$ cat src/rtl/fpga_tx_arbiter.sv
// Round-robin arbiter that shares one FPGA-to-FPGA byte transmitter between two byte sources.
// Optional WAIT watchdog with ABORT/err is compiled in by defining FPGA_TX_ARB_TIMEOUT_EN.
module fpga_tx_arbiter #(
    parameter int TIMEOUT = 1023
) (
    input  logic       clk,
    input  logic       reset,
    input  logic       req0,
    input  logic       req1,
    input  logic [7:0] data0,
    input  logic [7:0] data1,
    output logic       ack0,
    output logic       ack1,
`ifdef FPGA_TX_ARB_TIMEOUT_EN
    output logic       err,
`endif
    output logic       grant,
    output logic       busy,
    output logic [7:0] tx_data,
    output logic       tx_sent,
    input  logic       tx_finish_sent
);

    typedef enum logic [2:0] {
        S_IDLE  = 3'd0,
        S_SEND  = 3'd1,
        S_WAIT  = 3'd2,
        S_DONE  = 3'd3
`ifdef FPGA_TX_ARB_TIMEOUT_EN
        ,
        S_ABORT = 3'd4
`endif
    } state_t;

    if (TIMEOUT < 1 || TIMEOUT > 65535) begin : g_timeout_range
        $error("fpga_tx_arbiter: TIMEOUT must be in 1..65535");
    end

    state_t     state_q;
    logic       last_q;
    logic       grant_q;
    logic       busy_q;
    logic [7:0] tx_data_q;
    logic       tx_sent_q;
    logic       ack0_q;
    logic       ack1_q;
    logic       win_d;

`ifdef FPGA_TX_ARB_TIMEOUT_EN
    localparam logic [15:0] TERM = 16'(TIMEOUT - 1);
    logic        err_q;
    logic [15:0] cnt_q;
    assign err = err_q;
`endif

    // On a tie the requester that did not win last time is served.
    always_comb begin
        win_d = req1;
        if (req0 && req1) begin
            win_d = ~last_q;
        end
    end

    always_ff @(posedge clk) begin
        if (reset) begin
            state_q   <= S_IDLE;
            last_q    <= 1'b1;
            grant_q   <= 1'b0;
            busy_q    <= 1'b0;
            tx_data_q <= 8'h00;
            tx_sent_q <= 1'b0;
            ack0_q    <= 1'b0;
            ack1_q    <= 1'b0;
`ifdef FPGA_TX_ARB_TIMEOUT_EN
            err_q     <= 1'b0;
            cnt_q     <= 16'd0;
`endif
        end else begin
            tx_sent_q <= 1'b0;
            ack0_q    <= 1'b0;
            ack1_q    <= 1'b0;
`ifdef FPGA_TX_ARB_TIMEOUT_EN
            err_q     <= 1'b0;
`endif
            case (state_q)
                S_IDLE: begin
                    if (req0 || req1) begin
                        state_q   <= S_SEND;
                        grant_q   <= win_d;
                        last_q    <= win_d;
                        tx_data_q <= win_d ? data1 : data0;
                        tx_sent_q <= 1'b1;
                        busy_q    <= 1'b1;
                    end
                end
                S_SEND: begin
                    state_q <= S_WAIT;
`ifdef FPGA_TX_ARB_TIMEOUT_EN
                    cnt_q   <= 16'd0;
`endif
                end
                S_WAIT: begin
                    // Completion beats the watchdog when both land on the same edge.
                    if (tx_finish_sent) begin
                        state_q <= S_DONE;
                        ack0_q  <= ~grant_q;
                        ack1_q  <= grant_q;
                    end
`ifdef FPGA_TX_ARB_TIMEOUT_EN
                    else if (cnt_q == TERM) begin
                        state_q <= S_ABORT;
                        err_q   <= 1'b1;
                    end else begin
                        cnt_q <= cnt_q + 16'd1;
                    end
`endif
                end
                S_DONE: begin
                    state_q <= S_IDLE;
                    busy_q  <= 1'b0;
                end
`ifdef FPGA_TX_ARB_TIMEOUT_EN
                S_ABORT: begin
                    state_q <= S_IDLE;
                    busy_q  <= 1'b0;
                end
`endif
                default: begin
                    state_q <= S_IDLE;
                    busy_q  <= 1'b0;
                end
            endcase
        end
    end

    assign ack0    = ack0_q;
    assign ack1    = ack1_q;
    assign grant   = grant_q;
    assign busy    = busy_q;
    assign tx_data = tx_data_q;
    assign tx_sent = tx_sent_q;

endmodule

$ cat config.mk
export PLATFORM = sky130hd
export DESIGN_NAME = fpga_tx_arbiter
export DESIGN_NICKNAME = d
export VERILOG_FILES = /design/src/rtl/fpga_tx_arbiter.sv
export SDC_FILE = /design/constraint.sdc
export NUM_CORES = 1
export LEC_CHECK = 0
export BUFFER_PORTS_ARGS = -buffer_cell sky130_fd_sc_hd__clkbuf_2
export CORE_UTILIZATION = 35
export DETAILED_ROUTE_END_ITERATION = 7
export PLACE_DENSITY = 0.65
export REMOVE_ABC_BUFFERS = 1
export SYNTH_ARGS = -nofsm -noshare
export SYNTH_HDL_FRONTEND = slang
export SYNTH_SLANG_ARGS = --single-unit
$ cat constraint.sdc
create_clock -name clk -period 1.2 [get_ports clk]
set_input_delay 0.06 -clock clk [delete_from_list [all_inputs] [get_ports clk]]
set_output_delay 0.06 -clock clk [all_outputs]
set_load 0.02 [all_outputs]
==> out/results.tsv, run 1 <==
stage	metric	value	unit
status	outcome	complete, but fails checks	
status	failing checks	setup timing	
power_and_ir_drop	Leak	0.000497	uW
final_layout	register area	325	um2
logic_synthesis	top cells by area, synth	dfxtp_1 (43%), a211oi_2 (12%), a21oi_1 (7.4%), nor2_1 (5.6%), ha_1 (5.1%)	
final_layout	final core utilization	0.539	
drt	DRC errors left	0	
drt	DR WL/cell	12.8	um
logic_synthesis	commonest cells in the netlist	dfxtp_1 (16), a21oi_1 (11), nor2_1 (11)	
global_route	total track usage	0.170	
critical_path	WP buf/inv	1	
floorplan	DIE AREA	0.00231	mm2
drt	antenna viol nets, final	0	
logic_synthesis	post-synthesis sequential area ratio	0.432	
sta	final setup vio count	1	
critical_path	Crit-path slowest cell	dfxtp_4	
power_and_ir_drop	PwrDens	2230	mW/mm2
power_and_ir_drop	Comb power frac	0.535	
drt	drt pass-1 iters	3	
floorplan	die width	48.0	um
power_and_ir_drop	Net Sw Frac	0.413	
sta	Final min period	1.23	ns
power_and_ir_drop	sequential power share	0.348	
global_route	largest net degree at the start of global routing	11	
critical_path	CP Max Fanout	7	
sta	worst slew pin tran	0.327	ns
flow_run	max_cap viols	0	
logic_synthesis	post-synthesis cell count	80	
placed_design	I/O Buffers	33	
global_route	first-pass GRT wire length	2.63	mm
critical_path	CP peak stage delay	0.38	ns
hold_path	Hold Path Class	in -> reg	
global_route	initial antenna violation count	0	
logic_synthesis	number of flops mapped to enable cells by yosys	0	
power_and_ir_drop	Pwr Total	2380	uW
critical_path	worst path required time	1.39	ns
clocking	clock root cell	clkbuf_4	
final_layout	diode count	0	
logic_synthesis	mean area per synthesized cell	9.27	um2
final_layout	Final Instance Area	0.00107	mm2
logic_synthesis	Cell variety after synth	23	
floorplan	num rows	16	
placed_design	Post-DP Area	945	um2
final_layout	layout cells sized above 1	0.504	
sta	Fin. Hold Viols	0	
clocking	Reg clk slew, reported paths	0.09	ns
critical_path	CP startpoint kind	flip-flop	
final_layout	Area Growth Syn to Fin	44.0	%
power_and_ir_drop	maximum VDD drop	1270	uV
placed_design	post-DP HPWL	1.33	mm
clocking	CTS tree	built	
clocking	Inserted Clock Buffers	3	
floorplan	Starting Density	0.374	
critical_path	Worst Setup End Kind	flip-flop	
final_layout	Layout fillers	192	
sta	Max Fclk	812	MHz
sta	final worst setup slack	-0.0313	ns
sta	Final TNS setup	-0.0313	ns
final_layout	area of the multi-input gates	445	um2
critical_path	WS Path Type	reg -> reg	
logic_synthesis	most frequent cell after synthesis	dfxtp_1	
sta	relative slew slack	0.781	
final_layout	nets	145	
power_and_ir_drop	sw power	984	uW
sta	RSZ-0062 raised after global routing	yes	
floorplan	IO Pins	34	
final_layout	final std cells w/o fill	146	
sta	Worst Skew	0.00604	ns
drt	DRT Wirelength	1.86	mm
logic_synthesis	Yosys top cell by area	dfxtp_1	
sta	Tcrit/Tclk final	1.03	
global_route	GRT Residual Overflow	0	
logic_synthesis	Mapped Area	742	um2
logic_synthesis	yosys warns	0	
power_and_ir_drop	cell-internal power	1400	uW
logic_synthesis	top cell type's share of synthesized area	0.432	
drt	DR iter-0 viols	6	
placed_design	number of placed instances, taps included	139	
floorplan	Core ar.	0.00198	mm2
drt	via count	711	
clocking	clk_lat worst skew	0.29	ns
global_route	vias in the first global route	603	
logic_synthesis	asr flop ratio synth	0	
clocking	Max clock buf depth	2	
critical_path	crit-path leading delay family	flip-flops	
sta	Slew Limit Fails	0	
critical_path	Crit path arrival time	1.42	ns
logic_synthesis	#FFs+latches synth	16	
floorplan	die span in y	48.0	um
drt	DR vias/cell	4.87	
power_and_ir_drop	clock share of power	0.117	
clocking	H-Tree Depth	1	
placed_design	RD Place Congestion	0.719	
clocking	CTS sink cnt	16	
logic_synthesis	dominant synthesized flop cell	dfxtp_1	
critical_path	CP cell instances	inv_2 > ha_4 > or3_1 > o211a_1	
==> final cells by class <==
type / instances / area share
multi-input cells: 57 / 0.417
well taps: 27 / 0.0316
clock buffers: 3 / 0.0211
flip-flops and latches: 16 / 0.304
repair buffers: 40 / 0.213
inverters: 3 / 0.0129
==> repair_timing <==
item                       4_1_cts  5_1_grt
setup buffers                    0        0
gates resized for setup         13        3
setup endpoints to repair       13       11
hold endpoints to repair         5        0
pin swaps                        2        2
hold buffers                     4        0
==> cells by family after synthesis <==
kind of cell | count (synthesis) | share of synthesized area
multiplexers | 1 | 0.0135
AO/OA/AOI/OAI | 27 | 0.307
flip-flops | 16 | 0.432
buffers and inverters | 7 | 0.0405
AND/OR/NAND/NOR | 26 | 0.157
adder cells (fa/ha/maj) | 3 | 0.0506
==> layout by cell type, fill, tap and decap left out, types with 2 or more instances in the layout <==
cell type and n:
nand2_1 10, clkbuf_4 3, a21oi_2 2, dlygate4sd3_1 4, clkbuf_2 33, a211oi_2 7, nor2_1 11, ha_4 2
dfxtp_1 14, a21oi_1 9, o21ai_0 2, buf_4 3
==> sequential cells by signal, summed over array words and instances (netlist names) <==
signal	cells
ack1	1
busy	1
last_q	1
state_q	2
ack0	1
grant	1
tx_data	8
tx_sent	1
==> stage by stage <==
stage / hold WS, ns / setup WS [ns]
2_1_floorplan: 0.125 / -0.0388
3_3_place_gp: 0.284 / -0.0577
3_5_place_dp: 0.296 / -0.156
4_1_cts: 0.000790 / -0.0528
5_1_grt: 0.0192 / -0.0636
6_report: 0.00895 / -0.0313
==> metal layers <==
| metal | global-route usage | part of all wire | up-vias |
|---|---|---|---|
| met5 | 0 | 0 | - |
| met1 | 0.209 | 0.41 | 331 |
| met4 | 0.0667 | 0.0081 | 0 |
| met2 | 0.281 | 0.55 | 20 |
| li1 | - | - | 358 |
| met3 | 0.0453 | 0.037 | 2 |
==> power by group through the flow <==
stage,Sequential (uW),Clock (uW),Combinational [uW]
2_1_floorplan,955,0,605
3_3_place_gp,802,0,1090
6_report,830,278,1280
4_1_cts,828,291,1270
5_1_grt,857,314,1400
3_5_place_dp,811,0,1130
==> worst min-delay path, cell delays in order <==
cell	delay, ns
clkbuf_2	0.08
nand2_1	0.06
a211oi_2	0.05
==> final timing paths <==
check                                start          to  slack, ns  cells after the start
worst max-delay path            state_q[1]  state_q[0]      -0.03                      4
worst max register to register  state_q[1]  state_q[0]      -0.03                      4
worst min register to register       grant        ack0       0.51                      1
worst min-delay path              data0[3]  tx_data[3]      0.009                      3
(Power assumes the default switching activity.)
==> inputs of run 2 (changes only) <==
- CORE_MARGIN: unset -> 4
==> out/results.tsv, run 2 (synthesis gave the netlist of run 1 again) <==
stage	metric	value	unit
clocking	Reg clk slew, reported paths	0.08	ns
final_layout	most frequent cells in the layout	clkbuf_2 (33), dfxtp_1 (14), nand2_1 (10), a21oi_1 (10), nor2_1 (10)	
placed_design	Post-DP Area	945	um2
final_layout	nets	146	
floorplan	Starting Density	0.374	
clocking	clk_lat worst skew	0.27	ns
floorplan	Core ar.	0.00198	mm2
drt	drt pass-1 iters	2	
sta	Slew Limit Fails	0	
hold_path	Hold Path Class	in -> reg	
final_layout	Area Growth Syn to Fin	45.0	%
sta	relative slew slack	0.786	
drt	DRT Wirelength	2.03	mm
global_route	total track usage	0.148	
global_route	initial antenna violation count	0	
final_layout	max reg flops	8	
sta	Worst Skew	0.00120	ns
final_layout	diode count	0	
floorplan	die width	54.0	um
placed_design	I/O Buffers	33	
clocking	Max clock buf depth	2	
sta	final setup vio count	2	
clocking	clock root cell	clkbuf_4	
status	outcome	complete, but fails checks	
sta	Final min period	1.27	ns
critical_path	CP Max Fanout	3	
drt	DRC errors left	0	
floorplan	DIE AREA	0.00292	mm2
sta	Fin. Hold Viols	0	
sta	worst slew pin tran	0.319	ns
sta	Max Fclk	787	MHz
drt	DR vias/cell	5.03	
final_layout	layout cells sized above 1	0.533	
clocking	H-Tree Depth	1	
power_and_ir_drop	Pwr Total	2490	uW
floorplan	die span in y	54.0	um
critical_path	Worst setup startpoint	state_q[0]	
global_route	largest net degree at the start of global routing	11	
power_and_ir_drop	PwrDens	2320	mW/mm2
sta	RSZ-0062 raised after global routing	yes	
final_layout	most common cell after layout, fill and taps aside	clkbuf_2	
clocking	CTS tree	built	
power_and_ir_drop	maximum VDD drop	1180	uV
floorplan	IO Pins	34	
flow_run	max_cap viols	0	
global_route	vias in the first global route	672	
sta	smallest hold slack	0.0161	ns
drt	via count	740	
critical_path	Worst Setup End Kind	flip-flop	
critical_path	worst path required time	1.37	ns
global_route	GRT Residual Overflow	0	
global_route	first-pass GRT wire length	3.02	mm
power_and_ir_drop	Leak	0.000503	uW
critical_path	Crit path arrival time	1.44	ns
drt	antenna viol nets, final	0	
critical_path	Critical R2R Launch	state_q[0]	
clocking	CTS sink cnt	16	
critical_path	CP startpoint kind	flip-flop	
floorplan	num rows	16	
hold_path	Worst Hold Launch	data0[1]	
drt	DR WL/cell	13.8	um
final_layout	Final Instance Area	0.00108	mm2
placed_design	RD Place Congestion	0.759	
clocking	Inserted Clock Buffers	3	
sta	final worst setup slack	-0.0715	ns
critical_path	WS Path Type	reg -> reg	
status	failing checks	setup timing	
placed_design	Place WS	-0.112	ns
placed_design	post-DP HPWL	1.39	mm
sta	Tcrit/Tclk final	1.06	
drt	DR iter-0 viols	5	
[run 2: changes by cell type in the layout (fill, tap and decap cells not counted)]
cell,delta
buf_4,+3
dlygate4sd3_1,-3
a21oi_2,-2
a21oi_1,+1
a21oi_4,+1
nor2_1,-1
nor2_2,+1
o21ai_2,+1
[run 2: area by class of cell]
cell class	count	area, um2
Clock buffer	3	22.5
Fill cell	194	906
Inverter	3	13.8
Multi-Input combinational cell	58	460
Sequential cell	16	325
Tap cell	27	33.8
Timing Repair Buffer	40	220
[run 2: per-layer routing]
| metal | vias up | share of wire | global-route usage |
|---|---|---|---|
| met5 | - | 0 | 0 |
| met4 | 0 | 0.011 | 0.0498 |
| met3 | 2 | 0.054 | 0.0499 |
| met2 | 20 | 0.53 | 0.258 |
| met1 | 354 | 0.40 | 0.168 |
| li1 | 364 | - | - |
[run 2: worst max-delay path: stages, from the launching register on]
cell	delay (ns)
dfxtp_2	0.36
inv_4	0.05
ha_4	0.15
nor2b_4	0.12
or3_1	0.35
o211a_1	0.14
[run 2: what timing repair did]
action | CTS | global route
pin swaps | 2 | 2
endpoints found under the hold margin | 1 | 0
buffers inserted | 1 | 2
endpoints found under the setup margin | 12 | 12
cloned | 0 | 1
resized for setup | 10 | 7
hold buffers | 1 | 0
[run 2: final timing paths]
check	cells after the start	endpoint	slack, ns
worst max-delay path	5	state_q[0]	-0.07
worst min-delay path	3	tx_data[1]	0.02
worst max register to register	5	state_q[0]	-0.07
worst min register to register	1	ack0	0.51
[run 2: stage by stage]
stage                     setup TNS, ns   util  std cells
after global placement           -0.300  0.477        139
after CTS                        -0.255  0.513        144
after global routing             -0.164  0.543        147
after floorplan                 -0.0388      -         76
final                           -0.0783  0.543        147
after detailed placement         -0.926  0.477        139
[run 2: power breakdown]
part	total (uW)	switching [uW]	internal, uW
Combinational	1400	761	635
Clock	263	147	116
Sequential	834	121	713
Total	2490	1030	1460
==> inputs of run 3 (changes only) <==
- ABC_AREA: unset -> 1
- PLACE_DENSITY: 0.65 -> unset
==> out/results.tsv, run 3 <==
stage	metric	value	unit
status	outcome	finished clean	
hold_path	worst hold path cell count	3	
logic_synthesis	most frequent cell after synthesis	nand2_1	
sta	Worst Skew	0.00614	ns
floorplan	DIE AREA	0.00330	mm2
clocking	Reg clk slew, reported paths	0.10	ns
sta	Slew Limit Fails	0	
global_route	GRT Residual Overflow	0	
floorplan	Starting Density	0.375	
power_and_ir_drop	PwrDens	2170	mW/mm2
critical_path	Worst Setup End Kind	flip-flop	
final_layout	most common cell after layout, fill and taps aside	clkbuf_2	
sta	Max Fclk	887	MHz
logic_synthesis	mean area per synthesized cell	6.89	um2
flow_run	max_cap viols	0	
floorplan	num rows	17	
final_layout	diode count	0	
sta	RSZ-0062 raised after global routing	yes	
logic_synthesis	Cell variety after synth	17	
critical_path	CP cell instances	inv_2 > ha_4 > inv_4 > nor2_4 > nand2_1 > nor2_1 > nor2_1	
logic_synthesis	top cell type's share of synthesized area	0.375	
logic_synthesis	post-synthesis cell count	124	
critical_path	Crit path arrival time	1.32	ns
final_layout	Final Instance Area	0.00109	mm2
critical_path	WS Path Type	reg -> reg	
floorplan	Core ar.	0.00228	mm2
critical_path	setup slack, reg-to-reg	0.07	ns
clocking	CTS tree	built	
critical_path	Top cell by count, worst path	nor2_1	
floorplan	die span in y	57.4	um
logic_synthesis	#FFs+latches synth	16	
power_and_ir_drop	Leak	0.000584	uW
sta	worst slew pin tran	0.426	ns
critical_path	Critical R2R Launch	state_q[1]	
critical_path	worst path required time	1.39	ns
hold_path	Hold Path Class	in -> reg	
clocking	clk_lat worst skew	0.29	ns
hold_path	Hold EP	ack1	
global_route	largest net degree at the start of global routing	18	
drt	DRC errors left	0	
logic_synthesis	simple-gate share of the synthesized area	0.350	
drt	drt pass-1 iters	4	
sta	Tcrit/Tclk final	0.939	
global_route	total track usage	0.127	
sta	Fin. Hold Viols	0	
final_layout	max reg flops	8	
final_layout	layout cells sized above 1	0.325	
placed_design	I/O Buffers	33	
logic_synthesis	commonest cells in the netlist	nand2_1 (30), nor2_1 (22), dfxtp_1 (16), inv_1 (16), nand3_1 (12)	
logic_synthesis	post-synthesis compound-gate area fraction	0.0996	
placed_design	Post-DP Area	0.00103	mm2
clocking	Inserted Clock Buffers	3	
floorplan	die width	57.4	um
critical_path	reg2reg path depth	7	
clocking	setup bufs post-CTS	0	
final_layout	Area Growth Syn to Fin	28.0	%
global_route	vias in the first global route	810	
final_layout	most frequent cells in the layout	clkbuf_2 (33), nand2_1 (29), nor2_1 (22)	
sta	final setup vio count	0	
drt	DR WL/cell	9.94	um
placed_design	RD Place Congestion	0.780	
logic_synthesis	asr flop ratio synth	0	
critical_path	CP startpoint kind	flip-flop	
final_layout	nets	185	
clocking	CTS sink cnt	16	
logic_synthesis	Yosys top cell by area	dfxtp_1	
critical_path	CP peak stage delay	0.33	ns
logic_synthesis	dominant synthesized flop cell	dfxtp_1	
drt	via count	846	
drt	antenna viol nets, final	0	
critical_path	Crit-path slowest cell	dfxtp_1	
logic_synthesis	Synth Area in XOR/XNOR	0	
logic_synthesis	number of flops mapped to enable cells by yosys	0	
logic_synthesis	Mapped Area	855	um2
drt	DR vias/cell	4.50	
logic_synthesis	largest family of logic cells by synthesized area	simple AND/OR/NAND/NOR gates	
sta	relative slew slack	0.715	
logic_synthesis	yosys warns	0	
drt	DR iter-0 viols	14	
logic_synthesis	post-synthesis mux area share	0	
sta	Final min period	1.13	ns
logic_synthesis	post-synthesis sequential area ratio	0.375	
logic_synthesis	Post-Synth Adder-Cell Area	0.0439	
drt	DRT Wirelength	1.87	mm
global_route	initial antenna violation count	0	
floorplan	IO Pins	34	
global_route	first-pass GRT wire length	3.37	mm
critical_path	CP Max Fanout	8	
logic_synthesis	top cells by area, synth	dfxtp_1 (37%), nand2_1 (13%), nor2_1 (9.7%), nand3_1 (7.0%), inv_1 (7.0%)	
clocking	H-Tree Depth	1	
clocking	clock root cell	clkbuf_4	
critical_path	RR Endpoint	tx_data[3]	
hold_path	Worst Hold Launch	tx_finish_sent	
placed_design	post-DP HPWL	1.43	mm
power_and_ir_drop	maximum VDD drop	1060	uV
sta	Final TNS setup	0	ns
clocking	Max clock buf depth	2	
run 3: cell types whose count changed after synthesis, moves of 2 or more:
cell      previous run  this run
nand2_1             10        30
inv_1                3        16
nand3_1              0        12
nor2_1              11        22
a211oi_2             7         0
a21boi_0             0         7
a21oi_1             11         4
buf_2                3         0
buf_6                0         3
nand2_2              0         3
buf_4                0         2
run 3: logic make-up after synthesis:
kind of cell | after synthesis
flip-flops | 16
AND/OR/NAND/NOR | 70
buffers and inverters | 22
AO/OA/AOI/OAI | 13
adder cells (fa/ha/maj) | 3
run 3: critical path, delay by kind of cell (launching register included):
family                     cells  cell delay, ns
buffers and inverters          2            0.11
and+or+nand+nor                4            0.41
adders and majority gates      1            0.17
DFF                            1            0.33
run 3: area by class of cell:
class / count / area [um2]
Multi-Input combinational cell: 86 / 437
Tap cell: 28 / 35.0
Inverter: 17 / 66.3
Sequential cell: 16 / 322
Fill cell: 239 / 1180
Clock buffer: 4 / 36.3
Timing Repair Buffer: 37 / 198
run 3: where the power goes:
part	internal [uW]	switching (uW)
clock	185	171
combinational	476	741
sequential	712	87.8
total	1370	1000
run 3: worst max-delay path by stage:
stage	cells after the start	slack, ns	startpoint	end
after floorplan	7	0.06	state_q[0]	tx_data[0]
after global placement	7	-0.005	state_q[0]	tx_data[6]
after detailed placement	7	-0.03	state_q[0]	tx_data[5]
after CTS	7	0.007	state_q[0]	tx_data[3]
after global routing	7	-0.04	state_q[0]	tx_data[3]
final	7	0.07	state_q[1]	tx_data[3]
run 3: metrics by stage:
stage	util	worst slack (ns)	power [uW]	hold slack, ns	cells
2_1_floorplan	-	0.0576	1600	0.129	119
3_3_place_gp	0.452	-0.00522	1930	0.252	183
3_5_place_dp	0.452	-0.0254	1950	0.258	183
4_1_cts	0.473	0.00677	2320	0.0362	188
5_1_grt	0.480	-0.0378	2620	0.0820	188
6_report	0.480	0.0727	2370	0.0407	188
run 3: layer usage:
metal	vias to the layer above	share of wire	global-route usage
met4	0	0.0070	0.0397
met2	25	0.45	0.200
met1	368	0.45	0.150
li1	451	-	-
met3	2	0.085	0.0656
met5	-	0	0
run 3: what timing repair did:
action / in CTS / in global routing
pin swaps: 1 / 6
resized for setup: 1 / 7
endpoints found under the setup margin: 8 / 11
endpoints found under the hold margin: 2 / 0
hold buffers: 1 / 0
cloned: 0 / 0
